**config.mk**
```make
export PLATFORM = sky130hd
export DESIGN_NAME = seq_mult_unit
export DESIGN_NICKNAME = d
export VERILOG_FILES = /design/src/rtl/mult_pkg.sv /design/src/rtl/cla_nb.sv /design/src/rtl/seq_mult_unit.sv
export SDC_FILE = /design/constraint.sdc
export NUM_CORES = 1
export LEC_CHECK = 0
export CORE_MARGIN = 5
export CORE_UTILIZATION = 24
export DETAILED_ROUTE_END_ITERATION = 12
export GPL_TIMING_DRIVEN = 0
export PLACE_DENSITY = 0.49
export SYNTH_ARGS = -nofsm -noshare
export SYNTH_HDL_FRONTEND = slang
export SYNTH_SLANG_ARGS = --single-unit
```
**constraint.sdc**
```tcl
create_clock -name clk -period 6.7 [get_ports clk]
set_clock_uncertainty 0.05 [all_clocks]
set_input_delay 1.34 -clock clk [delete_from_list [all_inputs] [get_ports clk]]
set_output_delay 1.34 -clock clk [all_outputs]
set_load 0.005 [all_outputs]
```
**src/rtl/mult_pkg.sv**
```systemverilog
// rtl/mult_pkg.sv - shared types and constants for the sequential multiplier
package mult_pkg;

  typedef enum logic [1:0] {
    IDLE = 2'd0,
    CALC = 2'd1,
    FIX  = 2'd2
  } multState_t;

  localparam int DEFAULT_WIDTH = 16;

  // Counter must hold the value WIDTH itself, hence one extra bit
  function automatic int cntWidth(input int w);
    return $clog2(w) + 1;
  endfunction

  localparam int CNT_W = cntWidth(DEFAULT_WIDTH);

endpackage

```
**src/rtl/cla_nb.sv**
```systemverilog
// rtl/cla_nb.sv - WIDTH-bit carry-lookahead adder built from 4-bit group cells
module cla_group4 (
  input  logic [3:0] a,
  input  logic [3:0] b,
  input  logic       cin,
  output logic [3:0] sum,
  output logic       grpGen,
  output logic       grpProp
);

  logic [3:0] gen;
  logic [3:0] prop;
  logic [3:0] carry;

  assign gen   = a & b;
  assign prop  = a ^ b;

  assign carry[0] = cin;
  assign carry[1] = gen[0] | (prop[0] & cin);
  assign carry[2] = gen[1] | (prop[1] & gen[0]) | (prop[1] & prop[0] & cin);
  assign carry[3] = gen[2] | (prop[2] & gen[1]) | (prop[2] & prop[1] & gen[0])
                  | (prop[2] & prop[1] & prop[0] & cin);

  assign sum     = prop ^ carry;
  assign grpGen  = gen[3] | (prop[3] & gen[2]) | (prop[3] & prop[2] & gen[1])
                 | (prop[3] & prop[2] & prop[1] & gen[0]);
  assign grpProp = &prop;

endmodule

module cla_nb #(
  parameter int WIDTH = 16
) (
  input  logic [WIDTH-1:0] a,
  input  logic [WIDTH-1:0] b,
  input  logic             cin,
  output logic [WIDTH-1:0] sum,
  output logic             cout
);

  localparam int NGRP = WIDTH / 4;

  logic [NGRP:0]   grpCarry;
  logic [NGRP-1:0] grpGen;
  logic [NGRP-1:0] grpProp;

  assign grpCarry[0] = cin;

  // Group carries chain through each cell's generate/propagate pair
  for (genvar g = 0; g < NGRP; g++) begin : genGrp
    cla_group4 uGrp (
      .a       (a[4*g +: 4]),
      .b       (b[4*g +: 4]),
      .cin     (grpCarry[g]),
      .sum     (sum[4*g +: 4]),
      .grpGen  (grpGen[g]),
      .grpProp (grpProp[g])
    );
    assign grpCarry[g+1] = grpGen[g] | (grpProp[g] & grpCarry[g]);
  end

  assign cout = grpCarry[NGRP];

endmodule

```
**src/rtl/seq_mult_unit.sv**
```systemverilog
// rtl/seq_mult_unit.sv - radix-2 shift-add multiplier with ready/start/done handshake
module seq_mult_unit
  import mult_pkg::*;
#(
  parameter int WIDTH = DEFAULT_WIDTH
) (
  input  logic               clk,
  input  logic               rst,
  input  logic               start,
  input  logic               is_signed,
  input  logic [WIDTH-1:0]   op_a,
  input  logic [WIDTH-1:0]   op_b,
  output logic               ready,
  output logic               busy,
  output logic               done,
  output logic [2*WIDTH-1:0] product,
  output logic               ovf
);

  // Package constant covers the default build; other widths derive their own
  localparam int CntW = (WIDTH == DEFAULT_WIDTH) ? CNT_W : cntWidth(WIDTH);

  multState_t state, nextState;

  logic [CntW-1:0]    cnt;
  logic [WIDTH-1:0]   mcand;
  logic [WIDTH-1:0]   mult;
  logic [WIDTH-1:0]   hi;
  logic               neg;
  logic               sgn;

  logic [WIDTH-1:0]   absA, absB;
  logic [WIDTH-1:0]   addSum;
  logic               addCout;
  logic [WIDTH:0]     addRes;
  logic [2*WIDTH-1:0] acc, negAcc, fixProduct;
  logic               fixOvf;

  // Operand magnitudes; -2^(W-1) maps to 2^(W-1), which still fits unsigned
  assign absA = (is_signed && op_a[WIDTH-1]) ? (~op_a + WIDTH'(1)) : op_a;
  assign absB = (is_signed && op_b[WIDTH-1]) ? (~op_b + WIDTH'(1)) : op_b;

  cla_nb #(.WIDTH(WIDTH)) uAdd (
    .a    (hi),
    .b    (mcand),
    .cin  (1'b0),
    .sum  (addSum),
    .cout (addCout)
  );

  // Carry-out becomes the new top bit before the right shift
  assign addRes = mult[0] ? {addCout, addSum} : {1'b0, hi};

  assign acc        = {hi, mult};
  assign negAcc     = ~acc + (2*WIDTH)'(1);
  assign fixProduct = neg ? negAcc : acc;
  assign fixOvf     = sgn ? !((&fixProduct[2*WIDTH-1:WIDTH-1]) || !(|fixProduct[2*WIDTH-1:WIDTH-1]))
                          : (|fixProduct[2*WIDTH-1:WIDTH]);

  assign ready = (state == IDLE);
  assign busy  = (state != IDLE);

  // State register
  always_ff @(posedge clk or posedge rst) begin
    if (rst) state <= IDLE;
    else     state <= nextState;
  end

  // Next-state selection; iteration count is fixed, never data-dependent
  always_comb begin
    nextState = state;
    unique case (state)
      IDLE:    if (start) nextState = CALC;
      CALC:    if (cnt == CntW'(1)) nextState = FIX;
      FIX:     nextState = IDLE;
      default: nextState = IDLE;
    endcase
  end

  // Operand capture, shift-add iterations and result publication
  always_ff @(posedge clk or posedge rst) begin
    if (rst) begin
      cnt     <= '0;
      mcand   <= '0;
      mult    <= '0;
      hi      <= '0;
      neg     <= 1'b0;
      sgn     <= 1'b0;
      done    <= 1'b0;
      product <= '0;
      ovf     <= 1'b0;
    end else begin
      unique case (state)
        IDLE: begin
          done <= 1'b0;
          if (start) begin
            mcand <= absA;
            mult  <= absB;
            hi    <= '0;
            neg   <= is_signed & (op_a[WIDTH-1] ^ op_b[WIDTH-1]);
            sgn   <= is_signed;
            cnt   <= CntW'(WIDTH);
          end
        end
        CALC: begin
          hi   <= addRes[WIDTH:1];
          mult <= {addRes[0], mult[WIDTH-1:1]};
          cnt  <= cnt - CntW'(1);
        end
        FIX: begin
          product <= fixProduct;
          ovf     <= fixOvf;
          done    <= 1'b1;
        end
        default: ;
      endcase
    end
  end

endmodule
```
# Yosys cells after proc, flatten, opt, wreduce, memory -nomap -nowiden
# Cells that the tools add are included.
[totals]
regBits = 91
input_bits = 36
ramBits = 0
elab_cells = 159
romBits = 0
latchBits = 0
memories = 0
out_inout_bits = 36
[classes]
reduce_logical = 18
mul = 0
mux = 15
addsub = 4
n_eq_ne = 5
shift = 0
n_div = 0
magnitude_cmp = 0
n_bitwise = 107
[ops]
columns = ["operator", "count"]
rows = [
  ["$mux W16", 4],
  ["$pmux W16 S2", 2],
  ["$and A1 B1 Y1", 55],
  ["$or A1 B1 Y1", 36],
  ["$add A16 B1 Y16 const B", 2],
  ["$add A32 B1 Y32 const B", 1],
  ["$mux W32", 1],
  ["$not A16 Y16", 2],
  ["$not A32 Y32", 1],
  ["$xor A4 B4 Y4", 8],
  ["$mux W17", 1],
  ["$reduce_and A17 Y1", 1],
  ["$reduce_or A17 Y1", 1],
  ["$and A4 B4 Y4", 4],
  ["$reduce_or A16 Y1", 1],
  ["$reduce_and A4 Y1", 3],
  ["$pmux W5 S2", 1],
  ["$reduce_and A2 Y1", 3],
  ["$reduce_bool A2 Y1", 3],
  ["$eq A5 B1 Y1 const B", 1],
  ["$mux W5", 1],
  ["$sub A5 B1 Y5 const B", 1],
  ["$mux W2", 2],
  ["$ne A2 B2 Y1 const B", 2],
  ["other kinds (10)", 12],
]

# Depth between registers and ports, before layout
# Gate-level depths: netlist (run 1).
[depth]
depth_word = 14
depth_mapped = 13
depth_no_buf = 11

# By module
# A second synthesis (run 1) with hierarchy kept.
[unflattened]
cells_unflattened = 688
area_unflattened_um2 = 6043.3
[modules_own_cells]
columns = ["mod", "cells_per_inst", "seq_area_each_um2", "area_each_um2", "instances"]
rows = [
  ["seq_mult_unit", 595, 2277.2, 5273.8, 1],
  ["cla_group4", 22, 0.0, 182.7, 4],
  ["cla_nb", 5, 0.0, 38.8, 1],
]

# Least setup slack after synthesis (run 1)
# OpenSTA, ideal clock, no wires.
[synth_path]
kind = "reg2reg"
start = "reg mult[0]"
end = "reg ovf"
slack_ns = 3.632
synth_period_minus_slack_ns = 3.068
arrival_time_ns = 2.891
stages_incl_launch_ff = 13
setup_time_ns = 0.127
path_buffers = 2
required_ns = 6.523
path_cell_list = "dfrtp_1 > clkbuf_1 > inv_1 > clkbuf_1 > ha_1 > nand2b_1 > or4b_4 > or4_4 > nand2_2 > xnor2_1 > nor4_2 > a41o_1 > a21oi_2"
[synth_via]
elab_chain_len = 8
word_cells_on_any_way = 10
cone_classes = "add/sub: 1; mux: 2; bitwise: 1; reduce/logical: 6"
[synth_rtl]
columns = ["item", "line_no", "rtl"]
rows = [
  ["from (decl)", "seq_mult_unit.sv:27", "logic [WIDTH-1:0] mult;"],
  ["from (signal assigned)", "seq_mult_unit.sv:98", "mult <= absB;"],
  ["from (signal assigned)", "seq_mult_unit.sv:107", "mult <= {addRes[0], mult[WIDTH-1:1]};"],
  ["$not A32 Y32 (*)", "seq_mult_unit.sv:55", "assign negAcc = ~acc + (2*WIDTH)'(1);"],
  ["$add A32 B1 Y32 (*)", "seq_mult_unit.sv:55", ""],
  ["$mux W32 (*)", "seq_mult_unit.sv:56", "assign fixProduct = neg ? negAcc : acc;"],
  ["$reduce_or A17 Y1", "seq_mult_unit.sv:57", "assign fixOvf = sgn ? !((&fixProduct[2*WIDTH-1:WIDTH-1]) || !(|fixProduct[2*WIDTH-1:WIDTH-1]))"],
  ["$logic_not A1 Y1", "seq_mult_unit.sv:57", ""],
  ["$logic_or A1 B1 Y1", "seq_mult_unit.sv:57", ""],
  ["$logic_not A1 Y1", "seq_mult_unit.sv:57", ""],
  ["$mux W1 (*)", "seq_mult_unit.sv:57", ""],
  ["to (signal assigned)", "seq_mult_unit.sv:112", "ovf <= fixOvf;"],
  ["to (decl)", "seq_mult_unit.sv:17", "output logic ovf"],
]
# Mark *: on every way between the ends. The rest lies on a longest branch, timed or not.
# A chain may end at the register's enable or synchronous reset.

# Final worst setup path (run 1)
# Same ends and word-level chain as after synthesis.

==> results of run 1 <==
==> stage by stage <==
| stage | instance area, um2 | hold slack (ns) |
|---|---|---|
| 6_report | 7180 | 0.426 |
| 4_1_cts | 7180 | 0.434 |
| 3_3_place_gp | 6810 | 0.415 |
| 3_5_place_dp | 6840 | 0.421 |
| 2_1_floorplan | 5700 | 0.396 |
| 5_1_grt | 7180 | 0.442 |
==> worst max-delay path: stages, from the launching register on <==
cell and delay (ns):
dfrtp_1 0.35, clkbuf_1 0.21, inv_1 0.20, clkbuf_1 0.49, ha_1 0.29, nand2b_1 0.13
or4_1 0.48, clkbuf_1 0.21, o41ai_2 0.27, xor2_1 0.42, nor2_1 0.09, nor4bb_1 0.14
a41o_1 0.26, a21oi_2 0.09
==> layout by cell type (no fill, tap or decap), drive strengths merged, types with 3 or more instances in the layout <==
cell | netlist | layout
or2 | 3 | 3
nand2 | 94 | 94
clkbuf | 31 | 42
o31ai | 16 | 16
ha | 21 | 21
buf | 9 | 10
dfrtp | 91 | 91
clkdlybuf4s50 | 0 | 71
and3 | 4 | 4
nor4 | 5 | 5
fa | 4 | 4
o41ai | 12 | 12
nor3 | 11 | 11
and2 | 4 | 4
a22oi | 13 | 13
inv | 15 | 16
or4 | 11 | 11
o21ai | 91 | 91
a21o | 4 | 4
a211oi | 3 | 3
nand2b | 6 | 6
xnor2 | 23 | 23
or3 | 5 | 5
a31oi | 3 | 3
xor2 | 45 | 45
nand4 | 5 | 5
nand3 | 26 | 26
a21oi | 25 | 25
mux2i | 10 | 10
nor2 | 26 | 26
nor2b | 5 | 5
==> state kept, by name, indices dropped and copies added, names as in the netlist <==
register / cells
neg: 1
mult: 16
sgn: 1
state: 2
hi: 16
ovf: 1
product: 32
done: 1
mcand: 16
cnt: 5
==> area by class of cell <==
cell class | count | area [um2]
clock inverters | 5 | 83.8
repair buffers | 72 | 738
multi-input cells | 495 | 3200
clock buffers | 11 | 253
flip-flops and latches | 91 | 2280
plain buffers | 40 | 166
inverters | 15 | 58.8
fillers | 2541 | 16200
well taps | 319 | 399
==> kinds of logic after synthesis <==
logic type,Yosys count
AO/OA/AOI/OAI,181
XOR/XNOR,68
adder cells (fa/ha/maj),25
buffers and inverters,55
flip-flops,91
multiplexers,10
AND/OR/NAND/NOR,211
==> metal layers <==
metal  GRT usage, %  wire, um
met5              0         0
met4           3.01       170
met3           2.13       728
met2           19.7      7410
met1           17.4      7830
==> where the power goes <==
group | internal, mW | switching, mW | total [mW]
clock network | 0.349 | 0.228 | 0.577
logic | 0.708 | 0.887 | 1.60
registers | 0.778 | 0.252 | 1.03
==> how the worst max path moves through the flow <==
stage	depth (start not counted)	from	end	slack, ns
finish	13	mult[0]	ovf	2.95
global route	13	mult[0]	ovf	2.70
CTS	12	mult[0]	ovf	2.94
detailed placement	12	mult[0]	ovf	2.93
global placement	2	rst	mcand[15]	1.28
floorplan	1	rst	cnt[0]	2.95
==> qor.csv, run 1 <==
stage,metric,value,unit
sta,max_freq,0.266,GHz
sta,setup_slack,2.95,ns
pwr,ir_drop,137,uV
die,rows,56,
detailed_routing,vias,4874,
cts,clk_transition_reported_paths,0.07,ns
layout,antenna_cells,0,
layout,final_util,30.7,%
cts,cts_sinks,91,
placement,dp.cells,1032,
synth,synth-compound-area-share,19.8,%
critical_path,rrSetupSlack,2.95,ns
critical_path,worstSetupStartpointType,flip-flop,
pwr,power.total,3.20,mW
placement,place_congestion,0.848,
synth,yosysTopAreaCellShare,40.0,%
synth,synth.area.mux_share,1.76,%
min_path,hold_path_class,reg2reg,
synth,ys_top_cells_by_count,"93 x nand2_1, 91 x dfrtp_1, 91 x o21ai_0",
placement,place_ws,2.93,ns
cts,cts_resized,0,
die,start_util,24.4,%
sta,final.period_utilization,56.0,%
detailed_routing,drt_wl_total,16.1,mm
sta,final-hold-violation-count,0,
synth,synth-main-ff-cell,dfrtp_1,
global_route,grt_max_degree,57,
placement,numPortBuffers,71,
placement,dp_hpwl,12.8,mm
detailed_routing,drt_iter0_drc,248,
sta,worst_slew_pin_slew,0.690,ns
die,io_pins,72,
detailed_routing,viasPerCell,4.65,
synth,syn_area_per_cell,8.89,um2
cts,htree_levels,3,
sta,rsz0062_at_grt,false,
sta,slew_headroom,54.0,%
global_route,overflow,0,
cts,post_cts_buffers,0,
critical_path,criticalPathCategory,reg2reg,
synth,synth_edf_count,0,
run,maxCapViolations,0,
critical_path,r2r-start,mult[0],
critical_path,critPathCaptureType,flip-flop,
min_path,holdPathStages,2,
synth,synth_cell_types,55,
detailed_routing,antenna_left,0,
cts,cts_buffer_depth,2,
critical_path,r2r-end,ovf,
die,coreArea,23400,um2
cts,cts_buffers,9,
global_route,grt_pass1_vias,4934,
layout,drive_above_1_share,4.94,%
sta,setup_violations,0,
pwr,leakage,2.89,nW
global_route,grt_first_pass_wirelength,26.5,mm
pwr,cellPowerDensity,446,nW/um2
cts,cts-root-buf,clkbuf_16,
min_path,min_from,product[7],
layout,area_growth,25.9,%
cts,hold_buffers,0,
synth,synth_xor_area_share,10.5,%
status,outcome,"complete, no violations",
detailed_routing,wire_per_inst,15.4,um
detailed_routing,drc,0,
synth,synth_top_family_by_area,compound AO/OA/AOI/OAI gates,
synth,synth_most_common_cell,nand2_1,
synth,yosysTopAreaCell,dfrtp_1,
cts,cts_tree,built,
die,die_h,164,um
detailed_routing,dr.pass1.iters,4,
synth,syn_nets,702,
sta,slew_viol_final,0,
die,die_w,164,um
synth,yosys.area_share.adder,6.02,%
critical_path,path_max_fanout,10,
global_route,antenna_found_initial,0,
min_path,min_to,product[7],
layout,nets,785,
critical_path,worst_r2r_path_depth,13,
synth,yosys.area_share.simple,18.1,%
synth,ys_seq_elements,91,
die,die_area,26900,um2
critical_path,worst_ep_arrival_time,3.99,ns
synth,synth.yosys.seq_area_share,40.0,%
sta,fin_tns_setup,0,ns
synth,async_reset_ff_share,100,%
critical_path,cp.required,6.93,ns
synth,syn_area,5700,um2
sta,fin_crit,3.75,ns
global_route,track_usage,12.3,%
synth,synth_area_leaders,"dfrtp_1 40%, o21ai_0 8.0%, xor2_1 6.9%",
synth,ys_warn_count,0,
synth,synth_cells,641,
cts,clock_latency,0.35,ns
layout,final_cells,1048,
Power figures use the tool's default switching activity.
==> run 2: changes to the inputs <==
--- a/config.mk
+++ b/config.mk
@@ -9,7 +9,7 @@
 export CORE_UTILIZATION = 24
 export DETAILED_ROUTE_END_ITERATION = 12
 export GPL_TIMING_DRIVEN = 0
-export PLACE_DENSITY = 0.49
+export PLACE_DENSITY = 0.5
 export SYNTH_ARGS = -nofsm -noshare
 export SYNTH_HDL_FRONTEND = slang
 export SYNTH_SLANG_ARGS = --single-unit
==> constraint.sdc (replaced) <==
create_clock -name clk -period 3.1 [get_ports clk]
set_clock_uncertainty 0.05 [all_clocks]
set_input_delay 0.62 -clock clk [delete_from_list [all_inputs] [get_ports clk]]
set_output_delay 0.62 -clock clk [all_outputs]
set_load 0.005 [all_outputs]
==> run 2 against run 1 <==
Combinational power up 130%. Critical path depth down 3. Register-to-register slack worse by 2.9 ns. Clock power up 110%. Count of clock-buffer cells in the layout down 2. Setup slack worse by 2.9 ns. Highest routed layer unchanged. Power up 120%. Cell count up 0.95%. Cell area up 2.8%. Flip-flop and latch count unchanged. First-iteration DRC count down 7.3%. Sequential share of layout area down 0.81 points.
==> qor.csv, run 2 (synthesis gave the netlist of run 1 again) <==
stage,metric,value,unit
status,outcome,"complete, no violations",
pwr,power.total,7.13,mW
detailed_routing,drt_iter0_drc,230,
layout,fill_cells,2518,
layout,final_util,31.5,%
layout,layout.cells.most_common_list,"92 x nand2_1, 91 x o21ai_0, 88 x dfrtp_1, 71 x clkdlybuf4s50_1, 42 x xor2_1",
global_route,grt_first_pass_wirelength,26.8,mm
critical_path,cp-endpoint,ovf,
die,die_w,164,um
critical_path,crit_start,mult[4],
sta,final.period_utilization,99.6,%
detailed_routing,wire_per_inst,15.5,um
critical_path,cp.required,3.29,ns
cts,htree_levels,3,
detailed_routing,viasPerCell,4.69,
die,coreArea,23400,um2
die,die_h,164,um
critical_path,path_max_fanout,10,
global_route,track_usage,12.5,%
layout,nets,795,
critical_path,r2r-start,mult[4],
layout,largest_reg_flops,32,
run,maxCapViolations,0,
pwr,leakage,2.98,nW
layout,layout_commonest_cell,nand2_1,
placement,place_ws,-0.703,ns
sta,worst_slew_pin_slew,0.685,ns
pwr,cellPowerDensity,967,nW/um2
cts,cts_sinks,91,
global_route,overflow,0,
detailed_routing,drc,0,
sta,fin_crit,3.09,ns
sta,final-hold-violation-count,0,
critical_path,rrSetupSlack,0.01,ns
cts,cts_tree,built,
die,start_util,24.4,%
global_route,grt_pass1_vias,4927,
sta,setup_violations,0,
die,die_area,26900,um2
pwr,ir_drop,287,uV
sta,rsz0062_at_grt,true,
layout,antenna_cells,0,
layout,multiInputGateArea,3310,um2
global_route,grt_max_degree,54,
critical_path,worstSetupStartpointType,flip-flop,
detailed_routing,dr.pass1.iters,5,
sta,setup_slack,0.0118,ns
layout,largest_register,product,
layout,drive_above_1_share,9.20,%
min_path,hold_path_class,reg2reg,
detailed_routing,vias,4960,
cts,clk_transition_reported_paths,0.07,ns
sta,max_freq,0.324,GHz
die,rows,56,
placement,dp_hpwl,12.8,mm
global_route,antenna_found_initial,0,
sta,fin_tns_setup,0,ns
detailed_routing,drt_wl_total,16.4,mm
layout,area_growth,29.4,%
critical_path,criticalPathCategory,reg2reg,
critical_path,worst_ep_arrival_time,3.28,ns
layout,register_area,2280,um2
cts,cts_buffer_depth,2,
cts,cts_buffers,9,
critical_path,critPathCaptureType,flip-flop,
sta,slew_viol_final,0,
detailed_routing,antenna_left,0,
placement,numPortBuffers,71,
cts,clock_latency,0.35,ns
sta,slew_headroom,54.4,%
cts,cts-root-buf,clkbuf_16,
critical_path,worst_r2r_path_depth,10,
cts,hold_buffers,0,
placement,place_congestion,0.851,
die,io_pins,72,
critical_path,r2r-end,ovf,
[run 2: timing repair]
action	4_1_cts	5_1_grt
setup buffers	12	0
gates resized for setup	18	11
pin swaps	9	4
setup endpoints to repair	12	5
[run 2: layout make-up]
class,count,area share [%]
multi-input combinational,495,44.9
sequential,91,30.9
timing repair buffer,84,11.2
tap,319,5.41
clock buffer,9,3.05
buffer,38,2.39
clock inverter,7,1.26
inverter,15,0.797
[run 2: power breakdown]
group          leakage (nW)  switching, mW  internal, mW  total (mW)
sequential             1.10          0.560          1.68        2.24
clock                 0.159          0.490         0.705        1.20
combinational          1.72           2.02          1.67        3.69
[run 2: through the flow]
step	hold WS [ns]	instance area, um2	std cells
final	0.423	7380	1058
after global routing	0.457	7380	1058
after CTS	0.425	7320	1059
after detailed placement	0.417	6840	1032
after global placement	0.414	6810	1031
after floorplan	0.396	5700	641
[run 2: worst min path at each step]
| stage | startpoint | to | slack, ns | depth (start not counted) |
|---|---|---|---|---|
| floorplan | sgn | sgn | 0.40 | 2 |
| global placement | product[13] | product[13] | 0.41 | 2 |
| detailed placement | cnt[4] | cnt[4] | 0.42 | 1 |
| CTS | cnt[4] | cnt[4] | 0.43 | 1 |
| global route | cnt[4] | cnt[4] | 0.46 | 1 |
| finish | cnt[4] | cnt[4] | 0.42 | 1 |
[run 2: critical path: stages, from the launching register on]
cell	delay, ns
dfrtp_2	0.41
or4_4	0.55
or4_4	0.44
buf_8	0.16
buf_4	0.14
buf_6	0.13
o41ai_2	0.36
xor2_2	0.28
nand4_1	0.14
nor3_1	0.23
a21oi_2	0.08
[run 2: routing by layer]
layer	vias to the layer above	GRT usage, %	share of wire [%]
li1	2478	-	-
met1	2363	17.9	49
met2	107	19.5	45
met3	12	2.18	4.3
met4	0	3.24	1.1
met5	-	0	0
==> run 3: changes to the inputs <==
--- a/config.mk
+++ b/config.mk
@@ -9,7 +9,7 @@
 export CORE_UTILIZATION = 24
 export DETAILED_ROUTE_END_ITERATION = 12
 export GPL_TIMING_DRIVEN = 0
-export PLACE_DENSITY = 0.5
+export PLACE_DENSITY = 0.52
 export SYNTH_ARGS = -nofsm -noshare
 export SYNTH_HDL_FRONTEND = slang
 export SYNTH_SLANG_ARGS = --single-unit
==> run 3 against run 2 <==
Flip-flop and latch count unchanged. Register-to-register slack got worse by 0.02 ns. Non-clock buffer count shrank 1. Global-route usage decreased by 0.25 points. Cell count barely moved. Combinational power about the same. Setup slack got worse by 0.021 ns. The flow now finishes with violations (setup timing). Hold slack improved by 0.0048 ns.
==> qor.csv, run 3 (synthesis gave the netlist of run 1 again) <==
stage,metric,value,unit
cts,cts_buffers,9,
layout,largest_reg_flops,32,
sta,setup_violations,1,
critical_path,crit_buf_inv,1,
min_path,hold_path_class,reg2reg,
cts,hold_buffers,0,
pwr,leakage,2.99,nW
sta,fin_crit,3.11,ns
detailed_routing,drc,0,
pwr,cellPowerDensity,972,nW/um2
global_route,grt_max_degree,60,
cts,cts-root-buf,clkbuf_16,
sta,worst_slew_pin_slew,0.673,ns
sta,rsz0062_at_grt,true,
detailed_routing,drt_iter0_drc,256,
cts,cts_tree,built,
placement,placed_cell_area,6840,um2
critical_path,critPathCaptureType,flip-flop,
global_route,use_met2,18.7,%
critical_path,rrSetupSlack,-0.009,ns
critical_path,criticalPathCategory,reg2reg,
pwr,power.total,7.21,mW
critical_path,crit_path_cell_trace,or4_4 > or4_4 > buf_8 > o41ai_4 > xor2_2 > or4_4 > nor4_2 > a41o_1 > a21oi_2,
run,maxCapViolations,0,
sta,slew_viol_final,0,
detailed_routing,dr.pass1.iters,6,
layout,layout.cells.most_common_list,"93 x nand2_1, 91 x o21ai_0, 86 x dfrtp_1, 71 x clkdlybuf4s50_1, 40 x xor2_1",
die,die_w,164,um
placement,numPortBuffers,71,
layout,drive_above_1_share,9.49,%
sta,final-hold-violation-count,0,
placement,dp.cells,1032,
pwr,ir_drop,386,uV
critical_path,critPathMaxStageDelay,0.53,ns
global_route,top_usage_layer,met2,
layout,design_area,7420,um2
detailed_routing,wire_per_inst,15.4,um
layout,largest_register,product,
layout,area_growth,30.1,%
die,start_util,24.4,%
critical_path,crit_family,simple AND/OR/NAND/NOR gates,
sta,final.period_utilization,100,%
cts,htree_levels,3,
global_route,grtUsageMet3,2.13,%
status,violations,setup timing,
global_route,grt_pass1_vias,4895,
cts,clk_transition_reported_paths,0.07,ns
cts,clock_latency,0.35,ns
die,io_pins,72,
sta,slew_headroom,55.1,%
sta,hold-worst-slack,0.428,ns
detailed_routing,viasPerCell,4.73,
detailed_routing,drt_wl_total,16.3,mm
critical_path,worst_ep_arrival_time,3.30,ns
critical_path,path_max_fanout,6,
sta,max_freq,0.322,GHz
sta,setup_slack,-0.00924,ns
cts,cts_sinks,91,
placement,place_congestion,0.845,
global_route,grt_first_pass_wirelength,26.4,mm
critical_path,slowest_stage,or4_4,
cts,cts_buffer_depth,2,
layout,antenna_cells,0,
global_route,antenna_found_initial,0,
die,coreArea,23400,um2
global_route,use_met1,18.0,%
detailed_routing,vias,4996,
status,outcome,"finished, violations left",
critical_path,cp.required,3.29,ns
die,die_h,164,um
critical_path,crit_top_cell,or4_4,
critical_path,worstSetupStartpointType,flip-flop,
placement,dp_hpwl,12.6,mm
die,rows,56,
layout,nets,794,
layout,layout_commonest_cell,nand2_1,
layout,final_cells,1057,
detailed_routing,antenna_left,0,
sta,fin_tns_setup,-0.00924,ns
global_route,overflow,0,
die,die_area,26900,um2
global_route,track_usage,12.2,%
[run 3: repair_timing]
action,in CTS,in global routing
pin swaps,8,7
gates cloned,0,0
buffers inserted,8,3
setup endpoints to repair,11,2
gates resized for setup,19,15
[run 3: path summary, 6_finish.rpt]
check                           startpoint          end  cells after the start
worst max-delay path               mult[5]          ovf                      9
worst min-delay path            product[6]   product[6]                      2
worst max register to register     mult[5]          ovf                      9
worst min register to register  product[6]   product[6]                      2
max in group asynchronous              rst      mult[3]                      3
min in group asynchronous              rst  product[21]                      2
[run 3: layer usage]
layer	vias to the layer above	wire length [um]
met3	13	587
met4	0	191
met1	2410	8330
met2	101	7170
li1	2472	-
met5	-	0
[run 3: cell type report]
class                   count  area (um2)
repair buffers             83         821
flip-flops and latches     91        2280
plain buffers              38         176
well taps                 319         399
clock buffers              13         270
fillers                  2514       16000
clock inverters             3        68.8
multi-input cells         495        3340
inverters                  15        58.8
[run 3: report_power, final]
part / leakage [nW] / internal, mW / switching (mW)
registers: 1.10 / 1.69 / 0.565
logic: 1.72 / 1.67 / 2.05
clock network: 0.166 / 0.775 / 0.466
total: 2.99 / 4.13 / 3.08
[run 3: worst register-to-register path: cells and delay by family (launching register included)]
kind                   cells  cell delay [ns]
XOR/XNOR                   1             0.16
flip-flops                 1             0.40
AND/OR/NAND/NOR            4             1.69
AO/OA/AOI/OAI              3             0.54
buffers and inverters      1             0.16
[run 3: metrics by stage]
| stage | setup WS [ns] | utilization [%] |
|---|---|---|
| floorplan | 0.0322 | - |
| global placement | -1.56 | 29.1 |
| detailed placement | -0.657 | 29.2 |
| CTS | -0.127 | 31.3 |
| global route | -0.0904 | 31.7 |
| finish | -0.00924 | 31.7 |
